[src/rtl/mic_sample_fifo_if.sv]
// Stream bundle between the CIC capture side, the FIFO and the bus-side consumer.
interface mic_sample_fifo_if #(
    parameter int DATA_W = 32,
    parameter int TS_W   = 32
);
    logic [DATA_W-1:0] in_data;
    logic              in_valid;
    logic [DATA_W-1:0] out_data;
    logic [TS_W-1:0]   out_ts;
    logic              out_valid;
    logic              out_ready;

    modport master (
        output in_data, in_valid, out_ready,
        input  out_data, out_ts, out_valid
    );

    modport slave (
        input  in_data, in_valid, out_ready,
        output out_data, out_ts, out_valid
    );
endinterface

[src/rtl/mic_sample_fifo.sv]
// Timestamps each decimated microphone sample and buffers it in a FWFT FIFO.
module mic_sample_fifo #(
    parameter int DATA_W     = 32,
    parameter int TS_W       = 32,
    parameter int DEPTH_LOG2 = 4
) (
    input  logic                clk,
    input  logic                rst,
    input  logic                clear,
    mic_sample_fifo_if.slave    bus,
    output logic [DEPTH_LOG2:0] level,
    output logic                overflow,
    output logic [15:0]         drop_cnt
);
    localparam int DEPTH = 1 << DEPTH_LOG2;
    localparam int ENT_W = DATA_W + TS_W;

    logic [ENT_W-1:0]    mem [DEPTH];
    logic [DEPTH_LOG2:0] wr_ptr, rd_ptr, wr_nxt, rd_nxt;
    logic [TS_W-1:0]     ts_cnt;
    logic                full, do_pop, do_push, do_drop, nxt_nonempty;
    logic [ENT_W-1:0]    wr_ent, head_nxt;

    always_comb begin
        full    = (wr_ptr[DEPTH_LOG2] != rd_ptr[DEPTH_LOG2]) &&
                  (wr_ptr[DEPTH_LOG2-1:0] == rd_ptr[DEPTH_LOG2-1:0]);
        do_pop  = bus.out_valid && bus.out_ready && !clear;
        do_push = bus.in_valid && !clear && (!full || do_pop);
        do_drop = bus.in_valid && !clear && full && !do_pop;
        wr_ent  = {bus.in_data, ts_cnt};
        rd_nxt  = rd_ptr + {{DEPTH_LOG2{1'b0}}, do_pop};
        wr_nxt  = wr_ptr + {{DEPTH_LOG2{1'b0}}, do_push};
        nxt_nonempty = (wr_nxt != rd_nxt);
        // The next head is the entry being written this cycle when it lands exactly at the new read pointer.
        head_nxt = (do_push && (rd_nxt == wr_ptr)) ? wr_ent
                                                   : mem[rd_nxt[DEPTH_LOG2-1:0]];
    end

    assign level = wr_ptr - rd_ptr;

    always_ff @(posedge clk) begin
        if (do_push) begin
            mem[wr_ptr[DEPTH_LOG2-1:0]] <= wr_ent;
        end
    end

    always_ff @(posedge clk or negedge rst) begin
        if (!rst) begin
            ts_cnt        <= '0;
            wr_ptr        <= '0;
            rd_ptr        <= '0;
            overflow      <= 1'b0;
            drop_cnt      <= '0;
            bus.out_valid <= 1'b0;
            bus.out_data  <= '0;
            bus.out_ts    <= '0;
        end else begin
            ts_cnt <= ts_cnt + 1'b1;
            if (clear) begin
                wr_ptr        <= '0;
                rd_ptr        <= '0;
                overflow      <= 1'b0;
                drop_cnt      <= '0;
                bus.out_valid <= 1'b0;
                bus.out_data  <= '0;
                bus.out_ts    <= '0;
            end else begin
                wr_ptr <= wr_nxt;
                rd_ptr <= rd_nxt;
                if (do_drop) begin
                    overflow <= 1'b1;
                    if (drop_cnt != '1) begin
                        drop_cnt <= drop_cnt + 16'd1;
                    end
                end
                bus.out_valid <= nxt_nonempty;
                if (nxt_nonempty) begin
                    {bus.out_data, bus.out_ts} <= head_nxt;
                end else begin
                    bus.out_data <= '0;
                    bus.out_ts   <= '0;
                end
            end
        end
    end
endmodule

[src/flat_wrapper.sv]
// flat-port wrapper written by rule: the top's interface ports become plain ports
module mic_sample_fifo_flat 
#(
    parameter int DATA_W     = 32,
    parameter int TS_W       = 32,
    parameter int DEPTH_LOG2 = 4
)
  (clk, rst, clear, level, overflow, drop_cnt, bus_in_data, bus_in_valid, bus_out_ready, bus_out_data, bus_out_ts, bus_out_valid);
  mic_sample_fifo_if #(.DATA_W(DATA_W), .TS_W(TS_W)) bus_i ();
  input  logic clk;
  input  logic rst;
  input  logic clear;
  output logic [DEPTH_LOG2:0] level;
  output logic overflow;
  output logic [15:0] drop_cnt;
  input wire logic [$bits(bus_i.in_data)-1:0] bus_in_data;
  input wire logic [$bits(bus_i.in_valid)-1:0] bus_in_valid;
  input wire logic [$bits(bus_i.out_ready)-1:0] bus_out_ready;
  output wire logic [$bits(bus_i.out_data)-1:0] bus_out_data;
  output wire logic [$bits(bus_i.out_ts)-1:0] bus_out_ts;
  output wire logic [$bits(bus_i.out_valid)-1:0] bus_out_valid;
  assign bus_i.in_data = bus_in_data;
  assign bus_i.in_valid = bus_in_valid;
  assign bus_i.out_ready = bus_out_ready;
  assign bus_out_data = bus_i.out_data;
  assign bus_out_ts = bus_i.out_ts;
  assign bus_out_valid = bus_i.out_valid;
  mic_sample_fifo #(.DATA_W(DATA_W), .TS_W(TS_W), .DEPTH_LOG2(DEPTH_LOG2)) u_core (.clk(clk), .rst(rst), .clear(clear), .bus(bus_i), .level(level), .overflow(overflow), .drop_cnt(drop_cnt));
endmodule
[config.mk]
export PLATFORM = sky130hd
export DESIGN_NAME = mic_sample_fifo_flat
export DESIGN_NICKNAME = d
export VERILOG_FILES = /design/src/rtl/mic_sample_fifo_if.sv /design/src/rtl/mic_sample_fifo.sv /design/src/flat_wrapper.sv
export SDC_FILE = /design/constraint.sdc
export NUM_CORES = 2
export LEC_CHECK = 0
export CAP_MARGIN = 20
export CORE_UTILIZATION = 61
export CTS_CLUSTER_DIAMETER = 200
export DETAILED_ROUTE_END_ITERATION = 7
export HOLD_SLACK_MARGIN = 0.03
export PLACE_DENSITY_LB_ADDON = 0.3
export SLEW_MARGIN = 0
export SYNTH_ARGS = -nofsm -noshare
export SYNTH_HDL_FRONTEND = slang
export SYNTH_SLANG_ARGS = --single-unit
[constraint.sdc]
create_clock -name clk -period 9.02 [get_ports clk]
set_clock_uncertainty 0.2 [all_clocks]
set_input_delay 2.255 -clock clk [delete_from_list [all_inputs] [get_ports clk]]
set_output_delay 2.255 -clock clk [all_outputs]
set_load 0.02 [all_outputs]
======== After elaboration in Yosys (flattened, before gate mapping) ========
Memories as Yosys holds them, arrays and structs flattened.
Index checks and enable logic that the tools add are counted.
storage, ports and cells
  register bits ........................... 124
  RAM bits ................................ 1024
  input bits .............................. 37
  output and inout port bits .............. 87
  memories ................................ 1
memory list
  memory      words  bits a word  rd ports  clocked after Yosys merged registers in  write ports  line                   RTL
  u_core.mem  16     64           1         0                                        1            mic_sample_fifo.sv:18  logic [ENT_W-1:0] mem [DEPTH];
operators by class
  $add $sub $neg .......................... 5
  equality and inequality tests ........... 5
  multiplexer cells ....................... 15
  reduce and logical (&&, ||, !) cells .... 15
operators with widths
  cell                   number
  $mux 32                4
  $mux 64                1
  $mux 16                3
  $add 32x1->32 const B  1
  $add 16x1->16 const B  1
  $ne 16x16->1 const B   1
  $add 5x1->5            2
  $mux 5                 2
  $logic_and 1x1->1      8
  $eq 5x5->1             1
  $mux 1                 5
  $ne 5x5->1             1
  $sub 5x5->5            1
  $eq 4x4->1             1
  $reduce_bool 2->1      2
  $logic_not 1->1        3
  $reduce_and 2->1       1
  $logic_or 1x1->1       1
  $ne 1x1->1             1

======== Longest topological paths before layout ========
  word-level depth ........................ 9
  depth in mapped cells ................... 14
  gate-level depth less buffers ........... 11

======== Least setup slack after synthesis ========
Ideal clock, no wire load.
  path type ............................... input to register
  start ................................... in clear
  end ..................................... mem u_core.mem[3][0] (netlist name), enable pin
  arrival ................................. 7.432 ns
  data required time ...................... 8.255 ns
  setup slack ............................. 0.824 ns
  cell stages on the path ................. 6
  path through ............................ buf_4 -> and3b_1 -> o311a_1 -> buf_2 -> nand3_1 -> nor3_1
between the ends
  longest elaborated chain between the ends .. 6
  elaborated cells on any way between the ends .. 7
  classes of those cells .................. 2 x mux; 5 x reduce/logical
RTL lines
  item                              line                                          RTL
  start, declared                   flat_wrapper.sv:12                            input logic clear;
  $logic_not 1->1 (*)               mic_sample_fifo.sv:27, mic_sample_fifo.sv:28
  $logic_and 1x1->1                 mic_sample_fifo.sv:27                         do_pop = bus.out_valid && bus.out_ready && !clear;
  $logic_or 1x1->1                  mic_sample_fifo.sv:28                         do_push = bus.in_valid && !clear && (!full || do_pop);
  $logic_and 1x1->1 (*)             mic_sample_fifo.sv:28
  $mux 1 (*)                        mic_sample_fifo.sv:42                         if (do_push) begin
  $mux 1 (not written as such) (*)  mic_sample_fifo.sv:43                         mem[wr_ptr[DEPTH_LOG2-1:0]] <= wr_ent;
  end, declared                     mic_sample_fifo.sv:18
Mark *: on every way between the ends. The rest lies on a longest branch, timed or not.

======== Worst setup path in the final report ========
  start ................................... in clear
  end ..................................... reg u_core.bus.out_ts[16]
between the ends
  longest elaborated chain between the ends .. 8
  elaborated cells on any way between the ends .. 14
  classes of those cells .................. 2 x add/sub; 2 x eq/ne; 3 x mux; 6 x reduce/logical; 1 x memory
RTL lines
  item                                                   line                      RTL
  branches (longest 7 deep; another with $mem_v2 16x64)  -
  $mux 32 (*)                                            mic_sample_fifo.sv:59     if (clear) begin
  end signal, assigned                                   mic_sample_fifo.sv:78     {bus.out_data, bus.out_ts} <= head_nxt;
  end, declared                                          mic_sample_fifo_if.sv:20  output out_data, out_ts, out_valid
Every way passes the cells marked *.
A chain may end at the register's enable or synchronous reset.

==> metrics.md <==
| Metric | Value |
|---|---|
| Global-route usage over all layers | 28.51% |
| Core Box Area | 71980 um^2 |
| Multi-input logic area | 10470 um^2 |
| Overflow after GRT | 0 |
| Commonest non-fill, non-tap cell in the layout | edfxtp_1 |
| CTS tree | done |
| Critical Path Source Type | input pin |
| Post-Syn Area | 44730 um^2 |
| Fmax | 153.0 MHz |
| GRT busiest layer | met2 |
| Largest net degree at the start of global routing | 126 |
| Worst vdd ir | 0.1855 mV |
| Via/cell ratio | 6.689 |
| Setup TNS | 0 ns |
| Pre-CTS setup slack | 1.831 ns |
| Largest area contributor in the netlist | edfxtp_1 |
| H-tree Lvls | 3 |
| Post-CTS setup buffers | 0 |
| I/O Buffers | 123 |
| Sw Share | 20.67% |
| Die ar. | 74410 um^2 |
| Setup repair after global routing missed its margin | false |
| CP Data Required Time | 9.35 ns |
| Synthesized area per cell | 20.61 um^2 |
| Worst-margin pin slew | 1.142 ns |
| Post-synthesis sequential area ratio | 75.68% |
| Vias in the first global route | 23670 |
| Psw | 2.246 mW |
| CTS sink count | 1148 |
| Cell Rows | 98 |
| Pre-antenna DRT Iters | 7 |
| Max transition margin | 23.48% |
| Endpoints failing setup | 0 |
| Gate power share | 5.0% |
| Flop pwr share | 53.6% |
| Later-pin clock latency in the skew report | 0.67 ns |
| Met3 Resource Use GR | 4.824% |
| Top cells by area, synth | edfxtp_1 (69%), mux4_2 (13%), dfrtp_1 (6.9%) |
| Antenna Violating Nets Remaining | 0 |
| Worst path arrival time | 6.86 ns |
| Total chip power | 10.87 mW |
| TritonCTS Buffers | 110 |
| Top FF cell, synth | edfxtp_1 |
| Most frequent cells in the layout | edfxtp_1 (1024), mux4_2 (256), mux2i_1 (193), dfrtp_1 (124), clkdlybuf4s50_1 (122) |
| Fin area | 50850 um^2 |
| Min Tclk post-route | 6.537 ns |
| Final WL | 103.2 mm |
| GPL Wtd Cong | 0.7715 |
| PwrDens | 213.7 nW/um^2 |
| Hpwl dp | 50.02 mm |
| Final #Nets | 2376 |
| Synth async-reset ratio | 10.80% |
| CTS max path bufs | 3 |
| Area share of the largest cell type after synthesis | 68.75% |
| I/O pins | 124 |
| Final period util | 72.47% |
| Yosys warning count | 0 |
| # hold bufs at CTS | 0 |
| Die Y-Extent | 272.8 um |
| CP Capture Type | register |
| Die Wd | 272.8 um |
| Synth Instances | 2170 |
| Crit Path Class | input pin to register |
| CTS clk-pin slew, worst paths | 0.07 ns |
| Max Cap Viol | 0 |
| Pins Over Slew Limit | 0 |
| Hold Worst Slack | 0.3298 ns |
| Post-cts sizing count | 0 |
| Met1 Track Usage GR | 38.66% |
| # DRC | 0 |
| Leak | 16.16 nW |
| First-pass GRT wire length | 152.9 mm |
| Post-synth EDFFs | 1024 |
| Fill cells | 4122 |
| CTS root buf | clkbuf_16 |
| Syn nets | 2218 |
| Sequential cell area | 33850 um^2 |
| Avg WL per Cell | 30.58 um |
| Worst Slack Setup Final | 2.483 ns |
| GRT met2 Usage | 47.39% |
| Initial DRC Count | 3096 |
| Vias | 22570 |
| Layout Area Growth over Synthesis | 13.69% |
| Distinct cells, synth | 46 |
| Clock power share | 41.4% |
| Status | complete, no violations |
| P_int | 8.623 mW |
| Final hold viol count | 0 |
| FF+latch count, synth | 1148 |
| Initial Utilization | 62.14% |
| CP Max Fanout | 88 |
| DP Area | 47290 um^2 |
| Hold Path Class | register to register |
| Share of post-route cells with drive strength above 1 | 20.20% |
| Initial antenna violation count | 5 |
==> power groups by stage <==
| stage | sequential, mW | clock (mW) | combinational [mW] |
|---|---|---|---|
| final | 5.82 | 4.50 | 0.548 |
| after floorplan | 5.96 | 0 | 0.302 |
| after global placement | 5.93 | 0 | 0.534 |
| after CTS | 5.83 | 4.54 | 0.555 |
| after global routing | 5.82 | 4.74 | 0.586 |
| after detailed placement | 5.94 | 0 | 0.549 |
==> layout make-up <==
cell class	instances	area share (%)
Antenna cell	3	0.01476
Clock buffer	161	6.208
Clock inverter	44	0.7849
Inverter	17	0.1255
Multi-Input combinational cell	882	20.59
Sequential cell	1148	66.57
Tap cell	950	2.337
Timing Repair Buffer	169	3.373
==> path summary, 6_finish.rpt <==
path	from	to	slack [ns]	cells past startpoint
worst max-delay path	clear	u_core.bus.out_ts[16]	2.48	10
min in group asynchronous	rst	u_core.bus.out_ts[17]	1.46	1
worst max register to register	u_core.wr_ptr[2]	u_core.bus.out_ts[31]	4.77	11
max in group asynchronous	rst	u_core.bus.out_data[30]	5.64	2
worst min register to register	u_core.overflow	u_core.overflow	0.33	2
worst min-delay path	u_core.overflow	u_core.overflow	0.33	2
==> metrics by stage <==
stage,util (%),std cells
2_1_floorplan,-,2170
3_3_place_gp,65.70,3166
3_5_place_dp,65.70,3166
4_1_cts,70.64,3371
5_1_grt,70.65,3374
6_report,70.65,3374
==> registers in the layout, summed over array words and instances (netlist names) <==
| signal | cells |
|---|---|
| u_core.ts_cnt | 32 |
| u_core.rd_ptr | 5 |
| u_core.mem | 1024 |
| u_core.bus.out_valid | 1 |
| u_core.bus.out_ts | 32 |
| u_core.overflow | 1 |
| u_core.bus.out_data | 32 |
| u_core.drop_cnt | 16 |
| u_core.wr_ptr | 5 |
==> cells in the mapped netlist (3+ instances only) <==
cell type  count
edfxtp_1    1024
mux4_2       256
mux2i_1      193
dfrtp_1      124
nand3_1       92
a21oi_1       70
o21ai_0       66
clkbuf_1      64
buf_2         52
xnor2_1       41
nor2_1        34
nand2_1       22
xor2_1        20
inv_1         16
nor3_1        12
ha_1          10
nand4_1        9
and3_1         8
nor4_1         8
buf_1          5
nor2b_1        5
a2111oi_1      3
a21o_1         3
and2_1         3
and4_1         3
nand3b_1       3
==> kinds of logic (layout without fill, tap and decap cells) <==
logic type | after synthesis | in the layout | synth area share [%]
DFF | 1148 | 1148 | 75.68
muxes | 449 | 449 | 17.21
and+or+nand+nor | 211 | 211 | 2.425
AOI/OAI and AO/OA | 149 | 149 | 1.768
buffers and inverters | 140 | 391 | 1.345
xor gates and xnor gates | 62 | 62 | 1.245
adders and majority gates | 11 | 11 | 0.3245
other | 0 | 3 | 0
==> worst max-delay path, stage by stage <==
cell and delay (ns):
clkdlybuf4s50_1 1.14, and3b_1 0.33, ha_4 0.54, buf_12 0.57
buf_4 0.77, mux4_2 0.61, mux2i_1 0.20, mux2i_1 0.10
o21ai_0 0.10, a21oi_1 0.10
==> routing by layer <==
layer	vias to the layer above	part of all wire, %
li1	9185	-
met1	11890	38
met2	1266	51
met3	223	8.3
met4	4	3.1
met5	-	0.026
(Power assumes the default switching activity.)
